File: src/rtl/vend_pkg.sv
// Shared types and constants for the multi-product vending controller.
package vend_pkg;

  typedef enum logic [1:0] {
    ST_IDLE     = 2'd0,
    ST_SELECTED = 2'd1,
    ST_DISPENSE = 2'd2,
    ST_CHANGE   = 2'd3
  } state_t;

  localparam int unsigned NICKEL  = 5;
  localparam int unsigned DIME    = 10;
  localparam int unsigned QUARTER = 25;
  localparam int unsigned DOLLAR  = 100;

  // Width of the zero-padded price list handed to price_of.
  localparam int unsigned LIST_MAX_W = 1024;

  // Returns the cw-bit price held in slice idx of a packed price list.
  function automatic int unsigned price_of(input logic [LIST_MAX_W-1:0] list,
                                           input int unsigned idx,
                                           input int unsigned cw);
    logic [LIST_MAX_W-1:0] shifted;
    int unsigned           mask;
    shifted = list >> (idx * cw);
    mask    = (cw >= 32) ? 32'hFFFF_FFFF : ((32'd1 << cw) - 32'd1);
    return shifted[31:0] & mask;
  endfunction

endpackage

File: src/rtl/vend_stock.sv
// Per-product stock counter bank: bulk restock, single decrement by index,
// and a sold-out flag per product.
module vend_stock
  import vend_pkg::*;
#(
  parameter int NUM_PROD = 6,
  parameter int STOCK_W  = 3,
  parameter int ID_W     = 3
) (
  input  logic                clk,
  input  logic                rst_n,
  input  logic                restock,
  input  logic                dec,
  input  logic [ID_W-1:0]     dec_idx,
  output logic [NUM_PROD-1:0] sold_out
);

  logic [STOCK_W-1:0] stock [NUM_PROD];

  // Stock counters: reset empties the machine, restock fills every slot.
  always_ff @(posedge clk or negedge rst_n) begin
    if (!rst_n) begin
      for (int k = 0; k < NUM_PROD; k++) stock[k] <= '0;
    end else if (restock) begin
      for (int k = 0; k < NUM_PROD; k++) stock[k] <= '1;
    end else if (dec) begin
      for (int k = 0; k < NUM_PROD; k++) begin
        if ((ID_W'(k) == dec_idx) && (stock[k] != '0))
          stock[k] <= stock[k] - STOCK_W'(1);
      end
    end
  end

  // Sold-out vector decoded straight from the counters.
  always_comb begin
    for (int k = 0; k < NUM_PROD; k++) sold_out[k] = (stock[k] == '0);
  end

endmodule

File: src/rtl/vend_ctrl.sv
// Multi-product vending controller: coin acceptance, credit balance,
// product selection, dispense strobe and greedy coin-by-coin change.
module vend_ctrl
  import vend_pkg::*;
#(
  parameter int NUM_PROD   = 6,
  parameter int CREDIT_W   = 10,
  parameter int MAX_CREDIT = 500,
  parameter int STOCK_W    = 3,
  parameter logic [NUM_PROD*CREDIT_W-1:0] PRICE_LIST =
    {10'd100, 10'd75, 10'd50, 10'd35, 10'd25, 10'd10}
) (
  input  logic                        clk,
  input  logic                        rst_n,
  input  logic                        dime,
  input  logic                        quarter,
  input  logic                        dollar,
  input  logic                        cancel,
  input  logic [NUM_PROD-1:0]         sel,
  input  logic                        restock,
  output logic                        vend_out,
  output logic [$clog2(NUM_PROD)-1:0] vend_id,
  output logic                        chg_nickel,
  output logic                        chg_dime,
  output logic                        chg_quarter,
  output logic                        coin_reject,
  output logic [CREDIT_W-1:0]         credit,
  output logic [NUM_PROD-1:0]         sel_led,
  output logic [NUM_PROD-1:0]         sold_out,
  output logic                        busy
);

  localparam int ID_W = $clog2(NUM_PROD);
  localparam logic [LIST_MAX_W-1:0] PRICE_PAD = LIST_MAX_W'(PRICE_LIST);

  state_t              state, state_nxt;
  logic [CREDIT_W-1:0] credit_r, credit_nxt;
  logic [ID_W-1:0]     sel_idx, sel_idx_nxt, sel_dec_idx, eff_idx;
  logic                sel_vld, sel_vld_nxt;
  logic                coin_reject_r, coin_reject_nxt;
  logic                restock_go, dec_go;

  logic                coin_any, coin_multi, coin_window, coin_ok, sel_ok;
  int unsigned         coin_val, coin_sum;
  logic [CREDIT_W-1:0] credit_add, price_eff, price_cur, chg_val;

  // Coin arbitration, selection decode and price lookups.
  always_comb begin
    coin_any    = dime | quarter | dollar;
    coin_multi  = (dime & quarter) | (dime & dollar) | (quarter & dollar);
    coin_val    = dollar ? DOLLAR : (quarter ? QUARTER : (dime ? DIME : 0));
    coin_window = (state == ST_IDLE) || (state == ST_SELECTED);
    coin_sum    = 32'(credit_r) + coin_val;
    coin_ok     = coin_any && coin_window && (coin_sum <= $unsigned(MAX_CREDIT));
    coin_reject_nxt = coin_any && (!coin_ok || coin_multi);
    credit_add  = coin_ok ? CREDIT_W'(coin_sum) : credit_r;

    sel_dec_idx = '0;
    for (int k = 0; k < NUM_PROD; k++) if (sel[k]) sel_dec_idx = ID_W'(k);
    sel_ok  = $onehot(sel) && ((sel & sold_out) == '0);
    eff_idx = sel_ok ? sel_dec_idx : sel_idx;

    price_eff = CREDIT_W'(price_of(PRICE_PAD, 32'(eff_idx), CREDIT_W));
    price_cur = CREDIT_W'(price_of(PRICE_PAD, 32'(sel_idx), CREDIT_W));

    if (credit_r >= CREDIT_W'(QUARTER))   chg_val = CREDIT_W'(QUARTER);
    else if (credit_r >= CREDIT_W'(DIME)) chg_val = CREDIT_W'(DIME);
    else                                  chg_val = CREDIT_W'(NICKEL);
  end

  // State register.
  always_ff @(posedge clk or negedge rst_n) begin
    if (!rst_n) state <= ST_IDLE;
    else        state <= state_nxt;
  end

  // Credit, latched selection and coin-reject strobe registers.
  always_ff @(posedge clk or negedge rst_n) begin
    if (!rst_n) begin
      credit_r      <= '0;
      sel_idx       <= '0;
      sel_vld       <= 1'b0;
      coin_reject_r <= 1'b0;
    end else begin
      credit_r      <= credit_nxt;
      sel_idx       <= sel_idx_nxt;
      sel_vld       <= sel_vld_nxt;
      coin_reject_r <= coin_reject_nxt;
    end
  end

  // Next-state and datapath update logic.
  always_comb begin
    state_nxt   = state;
    credit_nxt  = credit_r;
    sel_idx_nxt = sel_idx;
    sel_vld_nxt = sel_vld;
    restock_go  = 1'b0;
    dec_go      = 1'b0;
    unique case (state)
      ST_IDLE: begin
        credit_nxt = credit_add;
        restock_go = restock;
        if (cancel && (credit_add != '0)) begin
          state_nxt = ST_CHANGE;
        end else if (sel_ok) begin
          sel_idx_nxt = sel_dec_idx;
          sel_vld_nxt = 1'b1;
          // Enough credit already banked: skip straight to the dispense.
          state_nxt   = (credit_add >= price_eff) ? ST_DISPENSE : ST_SELECTED;
        end
      end
      ST_SELECTED: begin
        credit_nxt = credit_add;
        if (cancel) begin
          // Cancel beats a completing coin; the coin stays in the refund.
          sel_vld_nxt = 1'b0;
          state_nxt   = (credit_add != '0) ? ST_CHANGE : ST_IDLE;
        end else begin
          if (sel_ok) sel_idx_nxt = sel_dec_idx;
          if (credit_add >= price_eff) state_nxt = ST_DISPENSE;
        end
      end
      ST_DISPENSE: begin
        credit_nxt  = credit_r - price_cur;
        dec_go      = 1'b1;
        sel_vld_nxt = 1'b0;
        state_nxt   = (credit_r != price_cur) ? ST_CHANGE : ST_IDLE;
      end
      ST_CHANGE: begin
        credit_nxt = (credit_r > chg_val) ? (credit_r - chg_val) : '0;
        state_nxt  = (credit_r > chg_val) ? ST_CHANGE : ST_IDLE;
      end
      default: state_nxt = ST_IDLE;
    endcase
  end

  // Output decode from registered state only.
  always_comb begin
    vend_out    = (state == ST_DISPENSE);
    vend_id     = vend_out ? sel_idx : '0;
    busy        = (state == ST_DISPENSE) || (state == ST_CHANGE);
    chg_quarter = (state == ST_CHANGE) && (chg_val == CREDIT_W'(QUARTER));
    chg_dime    = (state == ST_CHANGE) && (chg_val == CREDIT_W'(DIME));
    chg_nickel  = (state == ST_CHANGE) && (chg_val == CREDIT_W'(NICKEL));
    coin_reject = coin_reject_r;
    credit      = credit_r;
    for (int k = 0; k < NUM_PROD; k++) sel_led[k] = sel_vld && (ID_W'(k) == sel_idx);
  end

  vend_stock #(
    .NUM_PROD (NUM_PROD),
    .STOCK_W  (STOCK_W),
    .ID_W     (ID_W)
  ) u_stock (
    .clk      (clk),
    .rst_n    (rst_n),
    .restock  (restock_go),
    .dec      (dec_go),
    .dec_idx  (sel_idx),
    .sold_out (sold_out)
  );

endmodule

File: config.mk
export PLATFORM = sky130hd
export DESIGN_NAME = vend_ctrl
export DESIGN_NICKNAME = d
export VERILOG_FILES = /design/src/rtl/vend_pkg.sv /design/src/rtl/vend_stock.sv /design/src/rtl/vend_ctrl.sv
export SDC_FILE = /design/constraint.sdc
export NUM_CORES = 1
export LEC_CHECK = 0
export ABC_AREA = 1
export BUFFER_PORTS_ARGS = -buffer_cell sky130_fd_sc_hd__buf_2
export CORE_ASPECT_RATIO = 1.25
export CORE_MARGIN = 2
export CORE_UTILIZATION = 62
export DETAILED_ROUTE_END_ITERATION = 8
export GPL_TIMING_DRIVEN = 0
export PLACE_DENSITY_LB_ADDON = 0.05
export SLEW_MARGIN = 20
export SYNTH_ARGS = -nofsm -noshare
export SYNTH_HDL_FRONTEND = slang
export SYNTH_HIERARCHICAL = 1
export SYNTH_SLANG_ARGS = --single-unit
File: constraint.sdc
create_clock -name clk -period 9.6 [get_ports clk]
set_clock_uncertainty 0.1 [all_clocks]
set_input_delay 0.48 -clock clk [delete_from_list [all_inputs] [get_ports clk]]
set_output_delay 0.48 -clock clk [all_outputs]
set_load 0.02 [all_outputs]
==> results of run 1 <==
-- worst max-delay path by stage --
stage	to	cells after the start
after floorplan	state[0]	30
after global placement	state[0]	31
after detailed placement	state[0]	31
after CTS	state[0]	31
after global routing	state[0]	31
final	state[0]	31
-- cells by family (layout without fill, tap and decap cells) --
logic type	after synthesis	in the layout	share of synthesized area
AO/OA/AOI/OAI	75	75	0.117
XOR/XNOR	7	7	0.0147
adder cells (fa/ha/maj)	56	56	0.179
buffers and inverters	129	180	0.120
flip-flops	35	35	0.211
AND/OR/NAND/NOR	329	329	0.359
-- layer usage --
layer,GRT usage,up-vias,part of all wire
met1,0.318,2018,0.39
met4,0.141,0,0.039
met5,0,-,0
met2,0.628,135,0.53
met3,0.0388,42,0.038
li1,-,2134,-
-- cell usage after synthesis (2+ instances only) --
cell type	number
nand3_1	60
nand2_2	7
o211ai_1	3
dfrtp_1	35
xor2_1	6
a21o_1	2
nand2_1	173
buf_2	3
o21ai_0	16
o21ai_2	2
nor2_2	7
fa_1	6
nand3_4	2
nand3_2	3
nor3_1	6
clkbuf_1	2
a31oi_1	3
a21oi_1	22
a21oi_2	3
or2_2	8
nor2_1	44
o21ai_1	4
a211oi_1	2
inv_1	115
nand4_1	12
a221oi_1	2
o221ai_1	8
o21a_1	2
ha_1	50
inv_2	6
nor2_4	2
-- power by group --
part / total (mW) / internal [mW] / leakage [nW] / switching (mW)
logic: 1.41 / 0.495 / 2.22 / 0.911
registers: 0.315 / 0.220 / 0.405 / 0.0948
clock network: 0.164 / 0.104 / 0.0644 / 0.0601
total: 1.88 / 0.819 / 2.69 / 1.07
-- registers in the layout (all words and copies together), names as in the netlist --
register	cells
u_stock/stock	18
credit	10
sel_idx	3
state	2
coin_reject	1
sel_vld	1
-- final cells by class --
type / instances / area share
well taps: 87 / 0.0236
inverters: 121 / 0.0983
clock inverters: 3 / 0.0146
multi-input cells: 467 / 0.603
flip-flops and latches: 35 / 0.190
clock buffers: 5 / 0.0149
repair buffers: 43 / 0.0466
plain buffers: 8 / 0.00975
-- stage by stage --
step	hold WS [ns]	total power, mW	area (µm²)	util
6_report	0.205	1.88	4620	0.708
4_1_cts	0.221	1.87	4620	0.708
2_1_floorplan	0.0844	1.34	4160	-
3_3_place_gp	0.365	1.64	4480	0.687
3_5_place_dp	0.374	1.69	4480	0.687
5_1_grt	0.255	2.06	4620	0.708
-- worst reg2reg max path, delay by kind of cell (launching register included) --
kind | cells | cell delay (ns)
adder cells (fa/ha/maj) | 3 | 0.70
AO/OA/AOI/OAI | 7 | 1.19
flip-flops | 1 | 0.35
buffers and inverters | 5 | 0.42
AND/OR/NAND/NOR | 13 | 1.50
==> results.cfg, run 1 <==
[power]
powerDensity_mw_per_mm2 = 408
peakVddDrop_uv = 255
p_leak_nw = 2.69

[drt]
via_count = 4329
route.detailed.drc = 0
drtAntennaViolNets = 0
drt_wl_total_um = 11300
drtPass1Iterations = 5
first_iter_violations = 240
wl_per_cell_um = 14.7
post_drt_via_cell_ratio = 5.63

[timing]
period_needed_ns = 5.81
fmax_ghz = 0.172
rsz0062_at_grt = false
finalSetupViolCount = 0
worst_pin_slew_ns = 0.877
setup_ws_ns = 3.79
fin_crit_sh = 0.605
finalSetupTns_ns = 0
slew_headroom = 0.416
hold_viol_final = 0
final_max_slew_viol_count = 0

[floorplan]
initial_core_util = 0.638
coreArea_mm2 = 0.00652
fp.dieH_um = 95.6
die_area_mm2 = 0.00738
row_count = 33
die_x_um = 77.3
boundaryPins = 44

[worst_setup_path]
crit_top_cell = nand2_1
max_stage_delay_ns = 0.54
reg2reg_depth = 28
cp-startpoint = sel[0]
critical_path_class = in -> reg
required_ns = 9.73
cp-start-kind = primary input
path_delay_family = adder cells
r2r_slack_ns = 5.26
r2r-start = u_stock/stock[6]
regToRegEndpoint = state[0]
crit_fanout = 4
critPathArrivalTime_ns = 5.94
end_kind = flop
crit_buf_inv = 6
slowest_stage = fa_1

[clock_tree]
cts_htree_levels = 2
cts_num_sinks = 35
root_buffer = clkbuf_8
cts_made_buffers = 5
worstSkewPairLatency_ns = 0.30
tritoncts = built
clockBufferDepth = 2
cts.repair.resized = 0
hold_buffers = 0
clkTransAtPathRegs_ns = 0.08
postCtsSetupBuffers = 0

[final_layout]
n_fill_cell = 594
final_cells = 769
area_growth_pct = 11.1
num_antenna_cells = 0
final-seq-area_um2 = 876
layout_commonest_cell = nand2_1
multiInputGateArea_mm2 = 0.00278
drive_gt1_frac = 0.148
finalNetCount = 750
most-common-layout-cells = nand2_1, inv_1, nand3_1

[yosys]
synth_top_cell_area_share = 0.211
postSynth.asyncResetShare = 1.00
syn_nets = 700
synth_cell_types = 46
yosys_register_bits = 35
syn-cell-area_mm2 = 0.00416
synth.yosys.seq_area_share = 0.211
synth_top_area_cell = dfrtp_1
yosysWarnings = 6
syn_inst = 631
avgSynthCellArea_um2 = 6.59
ys.flop_type = dfrtp_1
synth_edf_count = 0
synth_area_leaders = dfrtp_1, nand2_1, ha_1, inv_1, nand3_1

[job]
max_cap_violations = 0

[grt]
grt_max_degree = 36
antenna_found_initial = 0
grt-ovfl-total = 0
track_usage = 0.312
grt_first_pass_wirelength_um = 18300
grt_pass1_vias = 4162

[place]
place_ws_ns = 3.52
portBuffers = 43
dp.cells = 761
dp_hpwl_um = 9070
gp_congestion = 0.989

[run_status]
outcome = finished, final reports clean

[min_path]
min_path_type = in -> async
Note: power is estimated with default switching activity, not from simulation.
==> run 2, diff against run 1 <==
--- a/config.mk
+++ b/config.mk
@@ -9,7 +9,7 @@
 export BUFFER_PORTS_ARGS = -buffer_cell sky130_fd_sc_hd__buf_2
 export CORE_ASPECT_RATIO = 1.25
 export CORE_MARGIN = 2
-export CORE_UTILIZATION = 62
+export CORE_UTILIZATION = 61
 export DETAILED_ROUTE_END_ITERATION = 8
 export GPL_TIMING_DRIVEN = 0
 export PLACE_DENSITY_LB_ADDON = 0.05
==> constraint.sdc (replaced) <==
create_clock -name clk -period 5.5 [get_ports clk]
set_clock_uncertainty 0.1 [all_clocks]
set_input_delay 0.275 -clock clk [delete_from_list [all_inputs] [get_ports clk]]
set_output_delay 0.275 -clock clk [all_outputs]
set_load 0.02 [all_outputs]
==> run 2 against run 1 <==
Compared with the run above: the flow now finishes with violations (negative hold slack); highest routed layer unchanged; design area is 0.38% higher; clock power rose by 16%; largest cell class unchanged; first-iteration DRC count is 5.4% lower; non-clock buffer count up 4; register-to-register slack got worse by 3.9 ns; largest power group unchanged.
==> results.cfg, run 2 (synthesized netlist as in run 1, its figures left out) <==
[timing]
period_needed_ns = 5.21
fin_crit_sh = 0.947
slew_headroom = 0.427
final_max_slew_viol_count = 0
finalSetupViolCount = 0
hold_viol_final = 15
fmax_ghz = 0.192
whs_ns = -0.0174
worst_pin_slew_ns = 0.860

[place]
portBuffers = 43
gp_congestion = 0.957
dp.cells = 761
dp_hpwl_um = 8710

[final_layout]
layout_commonest_cell = nand2_1
most-common-layout-cells = nand2_1, inv_1, nand3_1
largest_reg_flops = 18
num_antenna_cells = 0
max_flop_register = u_stock/stock
drive_gt1_frac = 0.163
final_cells = 773
area_growth_pct = 11.5
finalNetCount = 754

[clock_tree]
clkTransAtPathRegs_ns = 0.08
tritoncts = built
cts_htree_levels = 2
cts_made_buffers = 5
clockBufferDepth = 2
worstSkewPairLatency_ns = 0.29
root_buffer = clkbuf_8
hold_buffers = 0
cts_num_sinks = 35

[floorplan]
boundaryPins = 44
initial_core_util = 0.634
die_x_um = 77.9
fp.dieH_um = 96.3
row_count = 33
die_area_mm2 = 0.00750
coreArea_mm2 = 0.00657

[power]
peakVddDrop_uv = 426
p_leak_nw = 2.69
powerDensity_mw_per_mm2 = 692
power_mw = 3.21

[worst_setup_path]
critPathArrivalTime_ns = 5.34
crit_top_cell = nand2_1
crit_fanout = 4
slowest_stage = fa_1
end_kind = flop
required_ns = 5.63
cp-start-kind = primary input
critical_path_class = in -> reg
max_stage_delay_ns = 0.53

[drt]
drtAntennaViolNets = 0
drt_wl_total_um = 10900
route.detailed.drc = 0
first_iter_violations = 227
wl_per_cell_um = 14.1
drtPass1Iterations = 5
post_drt_via_cell_ratio = 5.47
via_count = 4228

[grt]
grt-ovfl-total = 0
antenna_found_initial = 0
grt_max_degree = 36
grt_first_pass_wirelength_um = 17700
grt_pass1_vias = 3969
track_usage = 0.298

[job]
max_cap_violations = 0

[run_status]
outcome = complete, but fails checks
violations = negative hold slack

[min_path]
min_path_type = in -> async
==> run 2: cell count changes in the layout (fill, tap and decap cells not counted), moves of 2 or more <==
cell	previous run	this run
a21oi_1	22	20
a21oi_2	3	5
buf_4	1	5
bufinv_16	2	0
clkbuf_1	2	4
nand2_1	173	171
nand2_2	7	9
==> run 2: worst paths after layout <==
kind	startpoint	end	slack (ns)	cells after the start
hold / removal	rst_n	sel_idx[0]	-0.02	1
max in group asynchronous	rst_n	u_stock/stock[15]	4.76	1
min in group clk	dime	coin_reject	0.25	5
setup / recovery	sel[0]	state[0]	0.29	31
hold reg to reg	u_stock/stock[12]	u_stock/stock[12]	0.39	2
setup reg to reg	credit[1]	state[0]	1.37	26
==> run 2: through the flow <==
| stage | worst slack (ns) | TNS (ns) | utilization | hold slack (ns) | instance area, µm² |
|---|---|---|---|---|---|
| after floorplan | 0.297 | 0 | - | -0.121 | 4160 |
| after global placement | -0.295 | -0.517 | 0.683 | 0.325 | 4480 |
| after detailed placement | -0.352 | -0.627 | 0.683 | 0.327 | 4480 |
| after CTS | 0.0376 | 0 | 0.696 | 0.0182 | 4570 |
| after global routing | -0.0254 | -0.0254 | 0.706 | 0.0479 | 4640 |
| final | 0.289 | 0 | 0.706 | -0.0174 | 4640 |
==> run 2: cell type report <==
cell class                 count  area (µm²)
sequential                    35         876
clock buffer                   7        76.3
tap                           87         109
buffer                         8        45.0
fill                         571        1930
clock inverter                 1        5.00
inverter                     121         454
multi-input combinational    467        2830
timing repair buffer          47         245
==> run 2: worst max-delay path, delay by kind of cell <==
kind | cells | cell delay, ns
adder cells (fa/ha/maj) | 6 | 2.08
AND/OR/NAND/NOR | 13 | 1.68
buffers and inverters | 6 | 0.38
AO/OA/AOI/OAI | 6 | 0.93
==> run 2: report_power, final <==
group / total [mW] / switching (mW) / internal [mW] / leakage, nW
registers: 0.542 / 0.158 / 0.384 / 0.405
clock network: 0.190 / 0.101 / 0.0891 / 0.0422
logic: 2.48 / 1.59 / 0.890 / 2.24
==> run 2: routing by layer <==
metal	vias to the layer above	share of wire	global-route usage
met5	-	0	0
met2	121	0.52	0.567
li1	2141	-	-
met3	29	0.038	0.0338
met4	0	0.032	0.138
met1	1937	0.41	0.332
==> run 2: what timing repair did <==
item / 4_1_cts / 5_1_grt
gates resized for setup: 1 / 10
gates cloned: 0 / 0
setup buffers: 0 / 4
setup endpoints to repair: 1 / 2
pin swaps: 0 / 7
==> run 3, diff against run 2 <==
--- a/config.mk
+++ b/config.mk
@@ -9,12 +9,11 @@
 export BUFFER_PORTS_ARGS = -buffer_cell sky130_fd_sc_hd__buf_2
 export CORE_ASPECT_RATIO = 1.25
 export CORE_MARGIN = 2
-export CORE_UTILIZATION = 61
+export CORE_UTILIZATION = 60
 export DETAILED_ROUTE_END_ITERATION = 8
 export GPL_TIMING_DRIVEN = 0
 export PLACE_DENSITY_LB_ADDON = 0.05
 export SLEW_MARGIN = 20
 export SYNTH_ARGS = -nofsm -noshare
 export SYNTH_HDL_FRONTEND = slang
-export SYNTH_HIERARCHICAL = 1
 export SYNTH_SLANG_ARGS = --single-unit
==> run 3 against run 2 <==
Compared with the run above: the run still ends with negative hold slack left; die area is 2.8% lower; clock power down 3%; largest cell class unchanged; final cell count is 6.3% lower; critical endpoint unchanged.
==> results.cfg, run 3 <==
[yosys]
syn-cell-area_mm2 = 0.00397
synth_mux_area_frac = 0.00252
synth_edf_count = 0
synth_common_cells = nand2_1, inv_1, ha_1, nor2_1, nand3_1
syn_inst = 586
synth_compound_area_frac = 0.134
synth_top_family_by_area = simple AND/OR/NAND/NOR gates
synth_simple_gate_area_share = 0.309
synth_top_area_cell = dfrtp_1
yosys_register_bits = 35
synth_cell_types = 45
avgSynthCellArea_um2 = 6.77
syn_nets = 655
synth_area_leaders = dfrtp_1, ha_1, nand2_1, inv_1, nand3_1
synthMostInstantiatedCell = nand2_1
yosysWarnings = 0
synth_top_cell_area_share = 0.221
synth_xor_area_frac = 0.0176
ys.flop_type = dfrtp_1
synthAdderAreaFrac = 0.190
synth.yosys.seq_area_share = 0.221
postSynth.asyncResetShare = 1.00

[worst_setup_path]
critical_path_class = in -> reg
cp-start-kind = primary input
crit_top_cell = inv_1
r2r_slack_ns = 1.48
crit_buf_inv = 8
reg2reg_depth = 26
crit_fanout = 4
r2r-start = credit[0]
crit_cells = 31
slowest_stage = fa_1
max_stage_delay_ns = 0.52
path_delay_family = adder cells
critPathArrivalTime_ns = 5.04
cp-startpoint = sel[0]
cp-endpoint = state[0]
regToRegEndpoint = state[0]
required_ns = 5.58
end_kind = flop

[run_status]
outcome = complete, but fails checks
violations = negative hold slack

[drt]
drt_wl_total_um = 10200
post_drt_via_cell_ratio = 5.34
route.detailed.drc = 0
drtAntennaViolNets = 0
drtPass1Iterations = 5
wl_per_cell_um = 14.1
first_iter_violations = 154
via_count = 3867

[final_layout]
largest_reg_flops = 18
layout_commonest_cell = nand2_1
max_flop_register = u_stock.stock
finalNetCount = 705
final_cells = 724
drive_gt1_frac = 0.137
num_antenna_cells = 0
most-common-layout-cells = nand2_1, inv_1, ha_1
n_fill_cell = 592
area_growth_pct = 10.4

[power]
combPwrFrac = 0.762
p_sw_mw = 1.62
powerDensity_mw_per_mm2 = 651
clock_power_share = 0.064
power.internal_mw = 1.23
seq_power_share = 0.174
peakVddDrop_uv = 265
netSwitchingFraction = 0.568
p_leak_nw = 2.49

[timing]
finalSetupTns_ns = 0
fin_crit_sh = 0.902
finalSetupViolCount = 0
hold_viol_final = 15
slew_headroom = 0.431
whs_ns = -0.0169
period_needed_ns = 4.96
rsz0062_at_grt = false
final_max_slew_viol_count = 0
setup_ws_ns = 0.539
worst_pin_slew_ns = 0.853
fmax_ghz = 0.202

[clock_tree]
cts_made_buffers = 5
clockBufferDepth = 2
root_buffer = clkbuf_8
tritoncts = built
cts_num_sinks = 35
worstSkewPairLatency_ns = 0.29
clkTransAtPathRegs_ns = 0.08
cts_htree_levels = 2
postCtsSetupBuffers = 0

[min_path]
min_path_type = in -> async

[place]
gp_congestion = 0.915
place_ws_ns = 0.0407
dp.cells = 716
portBuffers = 43
dp_hpwl_um = 8450

[floorplan]
coreArea_mm2 = 0.00648
row_count = 33
initial_core_util = 0.612
fp.dieH_um = 94.9
boundaryPins = 44
die_area_mm2 = 0.00729
die_x_um = 76.8

[grt]
grt_pass1_vias = 3821
grt-ovfl-total = 0
antenna_found_initial = 0
grt_max_degree = 36
track_usage = 0.295
grt_first_pass_wirelength_um = 17000

[job]
max_cap_violations = 0
==> run 3: cell count changes in the layout (fill, tap and decap cells not counted), sizes merged, moves of 2 or more <==
cell	change
buf	-7
nand3	-23
clkbuf	+2
xor2	+2
nand2	-34
nor3	+4
a31oi	-3
o21ai	+11
or2	-6
nor4	+5
a21oi	+8
nand4	-7
==> run 3: through the flow <==
step                      power [mW]  utilization  instance area, µm²  hold slack (ns)
after floorplan                 2.12            -                3970           -0.121
after global routing            3.18        0.676                4380           0.0430
final                           2.85        0.676                4380          -0.0169
after global placement          2.59        0.662                4290            0.313
after CTS                       2.85        0.675                4380          0.00197
after detailed placement        2.65        0.662                4290            0.323
==> run 3: worst reg2reg max path, delay by kind of cell, from the launching register on <==
kind            cells  cell delay (ns)
fa+ha+maj           3             0.96
compound gates      5             0.71
buf+inv             4             0.35
flops               1             0.43
simple gates       14             1.35
==> run 3: layer usage <==
layer,up-vias,global-route usage,part of all wire
li1,1986,-,-
met1,1757,0.305,0.40
met2,95,0.590,0.53
met3,29,0.0268,0.032
met4,0,0.142,0.039
met5,-,0,0
==> run 3: worst min-delay path by stage <==
| stage | depth (start not counted) | endpoint | from | slack (ns) |
|---|---|---|---|---|
| 2_1_floorplan | 0 | coin_reject | rst_n | -0.12 |
| 3_3_place_gp | 1 | coin_reject | rst_n | 0.31 |
| 3_5_place_dp | 1 | coin_reject | rst_n | 0.32 |
| 4_1_cts | 1 | coin_reject | rst_n | 0.002 |
| 5_1_grt | 1 | coin_reject | rst_n | 0.04 |
| 6_report | 1 | coin_reject | rst_n | -0.02 |
==> run 3: power by group through the flow <==
stage	Clock, mW	Combinational (mW)	Sequential, mW
after floorplan	0	1.60	0.510
after global placement	0	2.09	0.494
after detailed placement	0	2.15	0.498
after CTS	0.190	2.16	0.493
after global routing	0.204	2.46	0.510
final	0.184	2.17	0.495
==> run 3: final cells by class <==
class	instances	area, µm²	share of cell area
buffer	7	46.3	0.0106
multi-input combinational	423	2600	0.593
tap	87	109	0.0248
clock buffer	7	76.3	0.0174
inverter	121	454	0.104
clock inverter	1	5.00	0.00114
sequential	35	876	0.200
timing repair buffer	43	215	0.0491
==> run 3: cells by family after synthesis <==
group | count (synthesis)
multiplexers | 1
AO/OA/AOI/OAI | 89
adder cells (fa/ha/maj) | 57
AND/OR/NAND/NOR | 268
buffers and inverters | 128
XOR/XNOR | 8
flip-flops | 35
==> run 3: what timing repair did <==
item,in CTS,in global routing
endpoints found under the setup margin,0,2
gates resized for setup,0,3
hold buffers,0,0
